$ cat config.mk
export PLATFORM = sky130hd
export DESIGN_NAME = ul_frame_ctrl
export DESIGN_NICKNAME = d
export VERILOG_FILES = /design/src/rtl/fec_pkg.sv /design/src/rtl/ul_wdog_timer.sv /design/src/rtl/ul_frame_ctrl.sv
export SDC_FILE = /design/constraint.sdc
export NUM_CORES = 1
export LEC_CHECK = 0
export ABC_AREA = 0
export ABC_CLOCK_PERIOD_IN_PS = 8950
export CORE_MARGIN = 1.5
export CORE_UTILIZATION = 57
export CTS_BUF_LIST = sky130_fd_sc_hd__clkbuf_4
export DETAILED_ROUTE_END_ITERATION = 8
export PLACE_DENSITY_LB_ADDON = 0.08
export SYNTH_ARGS = -nofsm -noshare
export SYNTH_HDL_FRONTEND = slang
export SYNTH_SLANG_ARGS = --single-unit
export TNS_END_PERCENT = 100
$ cat constraint.sdc
create_clock -name clk -period 8.95 [get_ports clk]
set_clock_uncertainty 0.2 [all_clocks]
set_input_delay 1.3425 -clock clk [delete_from_list [all_inputs] [get_ports clk]]
set_output_delay 1.3425 -clock clk [all_outputs]
set_load 0.05 [all_outputs]
$ cat src/rtl/fec_pkg.sv
// Shared uplink FEC types and encoder geometry constants.
// ENC1 describes the header (message-ID) words, ENC0 the payload words.
package fec_pkg;

  localparam int unsigned ENC1_WIDTH = 8;
  localparam int unsigned ENC1_DEPTH = 4;
  localparam int unsigned ENC0_WIDTH = 8;
  localparam int unsigned ENC0_DEPTH = 7;

  typedef enum logic [3:0] {
    S_IDLE,
    S_TRAIN_START,
    S_TRAIN_WAIT,
    S_HDR_START,
    S_HDR_WAIT,
    S_FEC_WAIT,
    S_DATA_START,
    S_DATA_WAIT,
    S_LOCKOUT
  } ul_frame_state_t;

  typedef enum logic {PH_HDR, PH_DATA} ul_phase_t;

  function automatic int unsigned max2(input int unsigned a, input int unsigned b);
    return (a > b) ? a : b;
  endfunction

endpackage

$ cat src/rtl/ul_wdog_timer.sv
// Phase watchdog: cleared by load, counts while enabled, flags when it reaches a nonzero limit.
module ul_wdog_timer #(
  parameter int unsigned WIDTH = 16
) (
  input  logic             clk,
  input  logic             rst_n,
  input  logic             load,
  input  logic             enable,
  input  logic [WIDTH-1:0] limit,
  output logic             expired
);

  logic [WIDTH-1:0] count;

  always_ff @(posedge clk or negedge rst_n) begin
    if (!rst_n) begin
      count <= '0;
    end else if (load) begin
      count <= '0;
    end else if (enable && (count != '1)) begin
      count <= count + 1'b1;
    end
  end

  assign expired = enable && (limit != '0) && (count == limit);

endmodule

$ cat src/rtl/ul_frame_ctrl.sv
// Uplink frame sequencer: training -> header deser -> FEC decode -> payload chunks,
// with per-phase watchdog, consecutive-error lockout and saturating statistics.
module ul_frame_ctrl
  import fec_pkg::*;
#(
  parameter int unsigned SERIAL_DIV_WIDTH = 8,
  parameter int unsigned HDR_WIDTH        = ENC1_WIDTH,
  parameter int unsigned HDR_DEPTH        = ENC1_DEPTH,
  parameter int unsigned DATA_WIDTH       = ENC0_WIDTH,
  parameter int unsigned DATA_DEPTH       = ENC0_DEPTH,
  parameter int unsigned LEN_WIDTH        = 8,
  parameter int unsigned TMO_WIDTH        = 16,
  parameter int unsigned ERR_WIDTH        = 4,
  parameter int unsigned STAT_WIDTH       = 16,
  localparam int unsigned DW_W = $clog2(max2(HDR_WIDTH, DATA_WIDTH)) + 1,
  localparam int unsigned DD_W = $clog2(max2(HDR_DEPTH, DATA_DEPTH)) + 1
) (
  input  logic                        clk,
  input  logic                        rst_n,
  input  logic                        ul_en,
  input  logic [SERIAL_DIV_WIDTH-1:0] cfg_clk_div,
  input  logic [TMO_WIDTH-1:0]        cfg_timeout,
  input  logic [ERR_WIDTH-1:0]        cfg_max_err,
  input  logic                        clear_lock,
  output logic [SERIAL_DIV_WIDTH-1:0] clk_div,
  output logic                        training_start,
  input  logic                        training_done,
  output logic                        deser_start,
  input  logic                        deser_done,
  output logic [DW_W-1:0]             deser_width,
  output logic [DD_W-1:0]             deser_depth,
  input  logic                        fec_done,
  input  logic                        fec_uncor_err,
  input  logic [LEN_WIDTH-1:0]        fec_msg_len,
  output logic                        frame_ok,
  output logic                        frame_err,
  output logic                        locked,
  output logic                        busy,
  output logic [STAT_WIDTH-1:0]       stat_ok,
  output logic [STAT_WIDTH-1:0]       stat_err
);

  ul_frame_state_t      state;
  ul_phase_t            next_ph;
  logic [LEN_WIDTH-1:0] len;
  logic [LEN_WIDTH:0]   byte_cnt;
  logic [LEN_WIDTH:0]   byte_nxt;
  logic [ERR_WIDTH-1:0] err_cnt;
  logic [ERR_WIDTH-1:0] err_nxt;
  logic                 lock_hit;
  logic                 in_wait;
  logic                 wd_load;
  logic                 expired;
  logic                 ev_ok;
  logic                 ev_err;

  assign clk_div = cfg_clk_div;
  assign locked  = (state == S_LOCKOUT);
  assign busy    = (state != S_IDLE) && (state != S_LOCKOUT);

  assign byte_nxt = byte_cnt + (LEN_WIDTH+1)'(DATA_DEPTH);
  assign err_nxt  = (err_cnt == '1) ? err_cnt : err_cnt + 1'b1;
  assign lock_hit = (cfg_max_err != '0) && (err_nxt >= cfg_max_err);

  assign in_wait = (state == S_TRAIN_WAIT) || (state == S_HDR_WAIT) ||
                   (state == S_FEC_WAIT)   || (state == S_DATA_WAIT);
  // Every WAIT is entered from a non-WAIT state except FEC_WAIT, which follows HDR_WAIT.
  assign wd_load = !in_wait || ((state == S_HDR_WAIT) && deser_done);

  ul_wdog_timer #(.WIDTH(TMO_WIDTH)) u_wdog (
    .clk    (clk),
    .rst_n  (rst_n),
    .load   (wd_load),
    .enable (in_wait),
    .limit  (cfg_timeout),
    .expired(expired)
  );

  // Frame-level events; a done input beats a same-cycle timeout, ul_en loss beats both.
  always_comb begin
    ev_ok  = 1'b0;
    ev_err = 1'b0;
    if (ul_en) begin
      case (state)
        S_TRAIN_WAIT: ev_err = !training_done && expired;
        S_HDR_WAIT:   ev_err = !deser_done && expired;
        S_FEC_WAIT: begin
          ev_err = fec_done ? fec_uncor_err : expired;
          ev_ok  = fec_done && !fec_uncor_err && (fec_msg_len == '0);
        end
        S_DATA_WAIT: begin
          ev_err = !deser_done && expired;
          ev_ok  = deser_done && (byte_nxt >= {1'b0, len});
        end
        default: ;
      endcase
    end
  end

  always_ff @(posedge clk or negedge rst_n) begin
    if (!rst_n) begin
      state          <= S_IDLE;
      next_ph        <= PH_HDR;
      len            <= '0;
      byte_cnt       <= '0;
      err_cnt        <= '0;
      training_start <= 1'b0;
      deser_start    <= 1'b0;
      frame_ok       <= 1'b0;
      frame_err      <= 1'b0;
      deser_width    <= DW_W'(HDR_WIDTH - 1);
      deser_depth    <= DD_W'(HDR_DEPTH - 1);
      stat_ok        <= '0;
      stat_err       <= '0;
    end else begin
      training_start <= 1'b0;
      deser_start    <= 1'b0;
      frame_ok       <= 1'b0;
      frame_err      <= 1'b0;
      if (!ul_en && (state != S_LOCKOUT)) begin
        state   <= S_IDLE;
        next_ph <= PH_HDR;
      end else begin
        case (state)
          S_IDLE:        state <= S_TRAIN_START;
          S_TRAIN_START: begin
            training_start <= 1'b1;
            state          <= S_TRAIN_WAIT;
          end
          S_TRAIN_WAIT:
            if (training_done) state <= (next_ph == PH_HDR) ? S_HDR_START : S_DATA_START;
          S_HDR_START: begin
            deser_start <= 1'b1;
            deser_width <= DW_W'(HDR_WIDTH - 1);
            deser_depth <= DD_W'(HDR_DEPTH - 1);
            state       <= S_HDR_WAIT;
          end
          S_HDR_WAIT:
            if (deser_done) state <= S_FEC_WAIT;
          S_FEC_WAIT:
            if (fec_done && !fec_uncor_err) begin
              len      <= fec_msg_len;
              byte_cnt <= '0;
              next_ph  <= (fec_msg_len == '0) ? PH_HDR : PH_DATA;
              state    <= S_TRAIN_START;
            end
          S_DATA_START: begin
            deser_start <= 1'b1;
            deser_width <= DW_W'(DATA_WIDTH - 1);
            deser_depth <= DD_W'(DATA_DEPTH - 1);
            state       <= S_DATA_WAIT;
          end
          S_DATA_WAIT:
            if (deser_done) begin
              byte_cnt <= byte_nxt;
              state    <= S_TRAIN_START;
            end
          S_LOCKOUT:
            if (clear_lock) begin
              state   <= S_IDLE;
              err_cnt <= '0;
              next_ph <= PH_HDR;
            end
          default: state <= S_IDLE;
        endcase

        if (ev_ok) begin
          frame_ok <= 1'b1;
          err_cnt  <= '0;
          next_ph  <= PH_HDR;
          if (stat_ok != '1) stat_ok <= stat_ok + 1'b1;
        end
        if (ev_err) begin
          frame_err <= 1'b1;
          err_cnt   <= err_nxt;
          next_ph   <= PH_HDR;
          state     <= lock_hit ? S_LOCKOUT : S_TRAIN_START;
          if (stat_err != '1) stat_err <= stat_err + 1'b1;
        end
      end
    end
  end

endmodule
Yosys cells after proc, flatten, opt, wreduce, memory -nomap -nowiden. Cells that the tools add are included.

Magnitude comparators: 2. Equal/unequal tests: 23. Add/subtract/negate cells: 5. Muxes and demuxes: 40. Bitwise gates (word level): 1. Reduce and logical (&&, ||, !) cells: 42.

Operators with widths (number): adder 16 x 1 -> 16 bit, second input constant (3); two-way mux 4 bit (12); inequality test 16 bit, second input constant (3); case mux 4 bit (9 select lines) (1); two-way mux 16 bit (2); two-way mux 9 bit (2); case mux 9 bit (2 select lines) (1); two-way mux 1 bit (17); == test 16 bit (1); == test 4 x 3 -> 1 bit, second input constant (4); nonzero test 16 bit (1); AND reduction 3 bit (5); logical AND 1 bit (12); inequality test 4 x 3 -> 1 bit, second input constant (3); adder 9 x 3 -> 9 bit, second input constant (1); >= comparator 9 x 8 -> 1 bit (1); == test 4 x 2 -> 1 bit, second input constant (2); == test 4 bit, second input constant (2); zero test 8 bit (1); inequality test 4 x 2 -> 1 bit, second input constant (2); case mux 4 bit (2 select lines) (1); nonzero test 4 bit (2); nonzero test 2 bit (3); nonzero test 3 bit (2); 20 further kinds (29).

Input port bits: 44. Word-level logic and storage cells: 126. Output and inout bits: 54. Register bits after elaboration: 82.

Logic depth before layout (Yosys ltp).
Depth in word-level cells: 11. Gate-level depth with buffers: 13. Mapped depth without buffers: 12.

Hierarchy. A second synthesis with hierarchy kept.

Cells, all modules: 533. Area total of the unflattened synthesis: 5167.5 um2.

By module, submodules not included: ul_frame_ctrl (sequential area each 1602.8 um2, cells an instance 407, area an instance 3985.1 um2, instances 1); ul_wdog_timer (sequential area each 400.4 um2, cells an instance 126, area an instance 1182.4 um2, instances 1).

Worst setup path before layout. No wires, ideal clock.

Path type: input to register. From: in fec_msg_len[1]. To: reg stat_ok[1]. Arrival: 2.796 ns. Slack: 5.827 ns. Buffers on the path: 0. Required time: 8.622 ns. Stages: 6. Setup time: 0.128 ns. Path through: nor4_1 nand4_2 a21o_1 a41oi_4 nand2b_2 mux2_1.

Word-level cells in the longest chain between the ends: 5.

RTL lines: from (decl) (line ul_frame_ctrl.sv:34) `input logic [LEN_WIDTH-1:0] fec_msg_len,`; zero test 8 bit (line ul_frame_ctrl.sv:89) `ev_ok = fec_done && !fec_uncor_err && (fec_msg_len == '0);`; logical AND 1 bit (line ul_frame_ctrl.sv:89); case mux 1 bit (2 select lines) (line ul_frame_ctrl.sv:84) `case (state)`; two-way mux 1 bit (line ul_frame_ctrl.sv:83) `if (ul_en) begin`; AND reduction 3 bit (no line); to (signal assigned) (line ul_frame_ctrl.sv:171) `if (stat_ok != '1) stat_ok <= stat_ok + 1'b1;`; to (decl) (line ul_frame_ctrl.sv:39) `output logic [STAT_WIDTH-1:0] stat_ok,`.

Every way passes these cells. A chain may end at the register's enable or synchronous reset.

Final worst setup path.
From: reg state[0]. To: out locked.

Word-level cells in the longest chain between the ends: 1.

RTL lines: from (decl) (line ul_frame_ctrl.sv:43) `ul_frame_state_t state;`; from (signal assigned) (line ul_frame_ctrl.sv:131) `if (training_done) state <= (next_ph == PH_HDR) ? S_HDR_START : S_DATA_START;`; from (signal assigned) (line ul_frame_ctrl.sv:177) `state <= lock_hit ? S_LOCKOUT : S_TRAIN_START;`; == test 4 bit (line ul_frame_ctrl.sv:58) `assign locked = (state == S_LOCKOUT);`; to (decl) (line ul_frame_ctrl.sv:37) `output logic locked,`.

Every way passes these cells.

==> flow_metrics.tcl <==
set metrics [dict create \
    clkTransAtPathRegs_ns 0.13 \
    core_um2 7850 \
    initial_core_util_pct 59.9 \
    r2r-end "err_cnt[1]" \
    whs_path_depth 1 \
    row_count 32 \
    power.density_nw_per_um2 128 \
    io_pins 98 \
    overflow 0 \
    r2r_start "byte_cnt[0]" \
    syn_area_um2 4700 \
    grt_max_degree 81 \
    ys.flop_type "dfrtp_1" \
    cts_buffers 9 \
    hold_start "stat_ok[13]" \
    post_route_cells_drive_above_1_share_pct 7.41 \
    place_congestion 0.899 \
    drv_slew 0 \
    multi_input_area_um2 2450 \
    drtPass1Iterations 4 \
    drt-vias-per-instance 5.74 \
    slowest_delay_ns 0.83 \
    slew_headroom_pct 32.8 \
    fillers 642 \
    cts_hold_buf 0 \
    netlist_instances 475 \
    cts.sinks 80 \
    num_vias 3682 \
    stdcell_count 642 \
    ys_types 59 \
    post_drt_wl_per_cell_um 15.5 \
    wl_met1_um 4520 \
    power.leakage_uw 0.00243 \
    rsz0062_at_grt "false" \
    p_total_uw 708 \
    die_h_um 93.8 \
    seq_area_frac_synth_pct 42.6 \
    finalSetupTns_ns 0 \
    postSynth.asyncResetShare_pct 100 \
    seq_area_um2 2000 \
    cap_violations 0 \
    io_buffers 75 \
    reg2reg_slack_ns 5.44 \
    wl_met2_um 4810 \
    place_hpwl_um 7180 \
    clk_path_buf_depth 2 \
    critical_path_class "reg -> out" \
    grtUsageTotal_pct 24.0 \
    diodes 0 \
    cts_tree "built" \
    met3_wirelength_um 455 \
    ir_worst_vdd_mv 0.105 \
    startpoint_type "register" \
    wl_um 9930 \
    cp_slowest_cell "clkdlybuf4s50_1" \
    clock_latency_ns 0.40 \
    crit_arrival_ns 2.39 \
    cts-root-buf "clkbuf_4" \
    finish.utilization_pct 70.3 \
    worstMarginPinSlew_ns 1.01 \
    dieArea_um2 8810 \
    grt_pass1_vias 3651 \
    period_share_pct 43.9 \
    grt_pass1_wl_um 16700 \
    avgSynthCellArea_um2 9.90 \
    postCtsSetupBuffers 0 \
    fp.dieW_um 93.8 \
    outcome "finished, final reports clean" \
    place_ws_ns 4.84 \
    hp-class "reg -> reg" \
    detail_route.drc_violations 0 \
    fin_ws_ns 5.02 \
    final_net_count 596 \
    antenna_left 0 \
    required_ns 7.41 \
    synth_seq_cells 80 \
    reg2reg_depth 12 \
    path_max_fanout 16 \
    hold_viol_final 0 \
    antenna_found_initial 0 \
    cts_resized 0 \
    drt_iter0_drc 267 \
    yosysWarnings 0 \
    synth_edf_count 0 \
    path_cells "nor2_1 > nand3b_1 > inv_2 > clkdlybuf4s50_1" \
    highest-signal-layer "met4" \
    htreeDepth 3 \
    critPathCaptureType "primary output" \
    finalCriticalPeriod_ns 3.93 \
    dp_cells 626 \
    fmaxAchievable_mhz 254 \
    area_growth_syn_to_layout_pct 17.3 \
    min_to "stat_ok[13]" \
    setup-violations-final 0 \
]
[layer usage]
layer / track usage [%] / vias to the layer above
met5: 0 / -
met4: 7.59 / 0
met3: 4.05 / 13
met2: 39.1 / 95
met1: 32.8 / 1780
li1: - / 1794
[worst max path at each step]
stage,start,to,cells after the start
3_5_place_dp,fec_msg_len[5],err_cnt[2],7
3_3_place_gp,cfg_timeout[15],stat_err[1],7
5_1_grt,state[0],locked,4
6_report,state[0],locked,4
4_1_cts,state[0],locked,4
2_1_floorplan,fec_msg_len[1],stat_ok[1],6
[cell type report]
cell class,count,share of cell area [%]
clock buffer,11,1.50
tap,102,2.31
sequential,80,36.3
clock inverter,5,0.590
inverter,20,1.36
timing repair buffer,75,13.6
multi-input combinational,349,44.4
[placed cells by master (no fill, tap or decap), types with 3 or more instances in the layout]
cell type,n
nand4_1,23
and2_1,6
xor2_1,25
o21ai_0,12
nand3b_1,3
ha_1,17
nand3_1,22
nor3_1,8
and3_1,15
conb_1,6
and4_1,5
nor2_1,37
nand2_1,22
a2111oi_0,3
xnor2_1,40
clkdlybuf4s50_1,74
a21oi_1,13
inv_1,19
dfrtp_1,79
clkbuf_4,11
nor2b_1,6
nor4_1,13
a22o_1,3
mux2i_1,3
mux2_2,10
a21o_1,6
a211oi_1,3
a32o_1,4
nand2b_1,11
[stage by stage]
stage | area, µm² | hold WS [ns]
2_1_floorplan | 4720 | 0.270
5_1_grt | 5520 | 0.334
4_1_cts | 5520 | 0.303
3_5_place_dp | 5400 | 0.278
6_report | 5520 | 0.297
3_3_place_gp | 5400 | 0.280
[power breakdown]
group	switching, µW	total [µW]	internal [µW]
sequential	15.4	388	373
clock	124	187	63.2
combinational	77.1	133	56.0
[sequential cells by signal (all words and copies together) (netlist names)]
signal          flops
frame_ok            1
byte_cnt            9
err_cnt             4
stat_err           16
deser_start         1
frame_err           1
len                 8
stat_ok            16
training_start      1
state               4
u_wdog.count       16
next_ph             1
deser_depth         2
[synth_stat cells (all sizes together), types with 3 or more instances]
cell type	count	area, µm²
inv	20	75.1
xnor2	40	350
nand4	25	178
nand3b	3	22.5
a21oi	13	65.1
mux2i	3	30.0
clkbuf	8	31.3
o21ai	13	65.1
dfrtp	79	1980
a32o	4	40.0
xor2	25	219
a21o	6	45.0
and3	15	93.8
ha	17	213
nor2b	6	37.5
and2	8	50.1
nor4	14	93.8
nor3	9	56.3
buf	22	163
nand2	22	82.6
nor2	37	139
a2111oi	3	26.3
and4	5	43.8
nand3	23	120
mux2	11	124
a22o	3	26.3
nand2b	12	77.6
a211oi	3	22.5
[worst max-delay path, delay by kind of cell, from the launching register on]
kind / cells / cell delay, ns
buffers and inverters: 2 / 0.95
flip-flops: 1 / 0.54
AND/OR/NAND/NOR: 2 / 0.50
[cells by family after synthesis]
logic type,share of synthesized area [%]
DFF,42.6
other,0.160
AOI/OAI and AO/OA,9.12
xor gates and xnor gates,12.1
buffers and inverters,5.72
adders and majority gates,4.52
muxes,3.27
and+or+nand+nor,22.5
No activity file was read; power rests on OpenSTA's default activity.
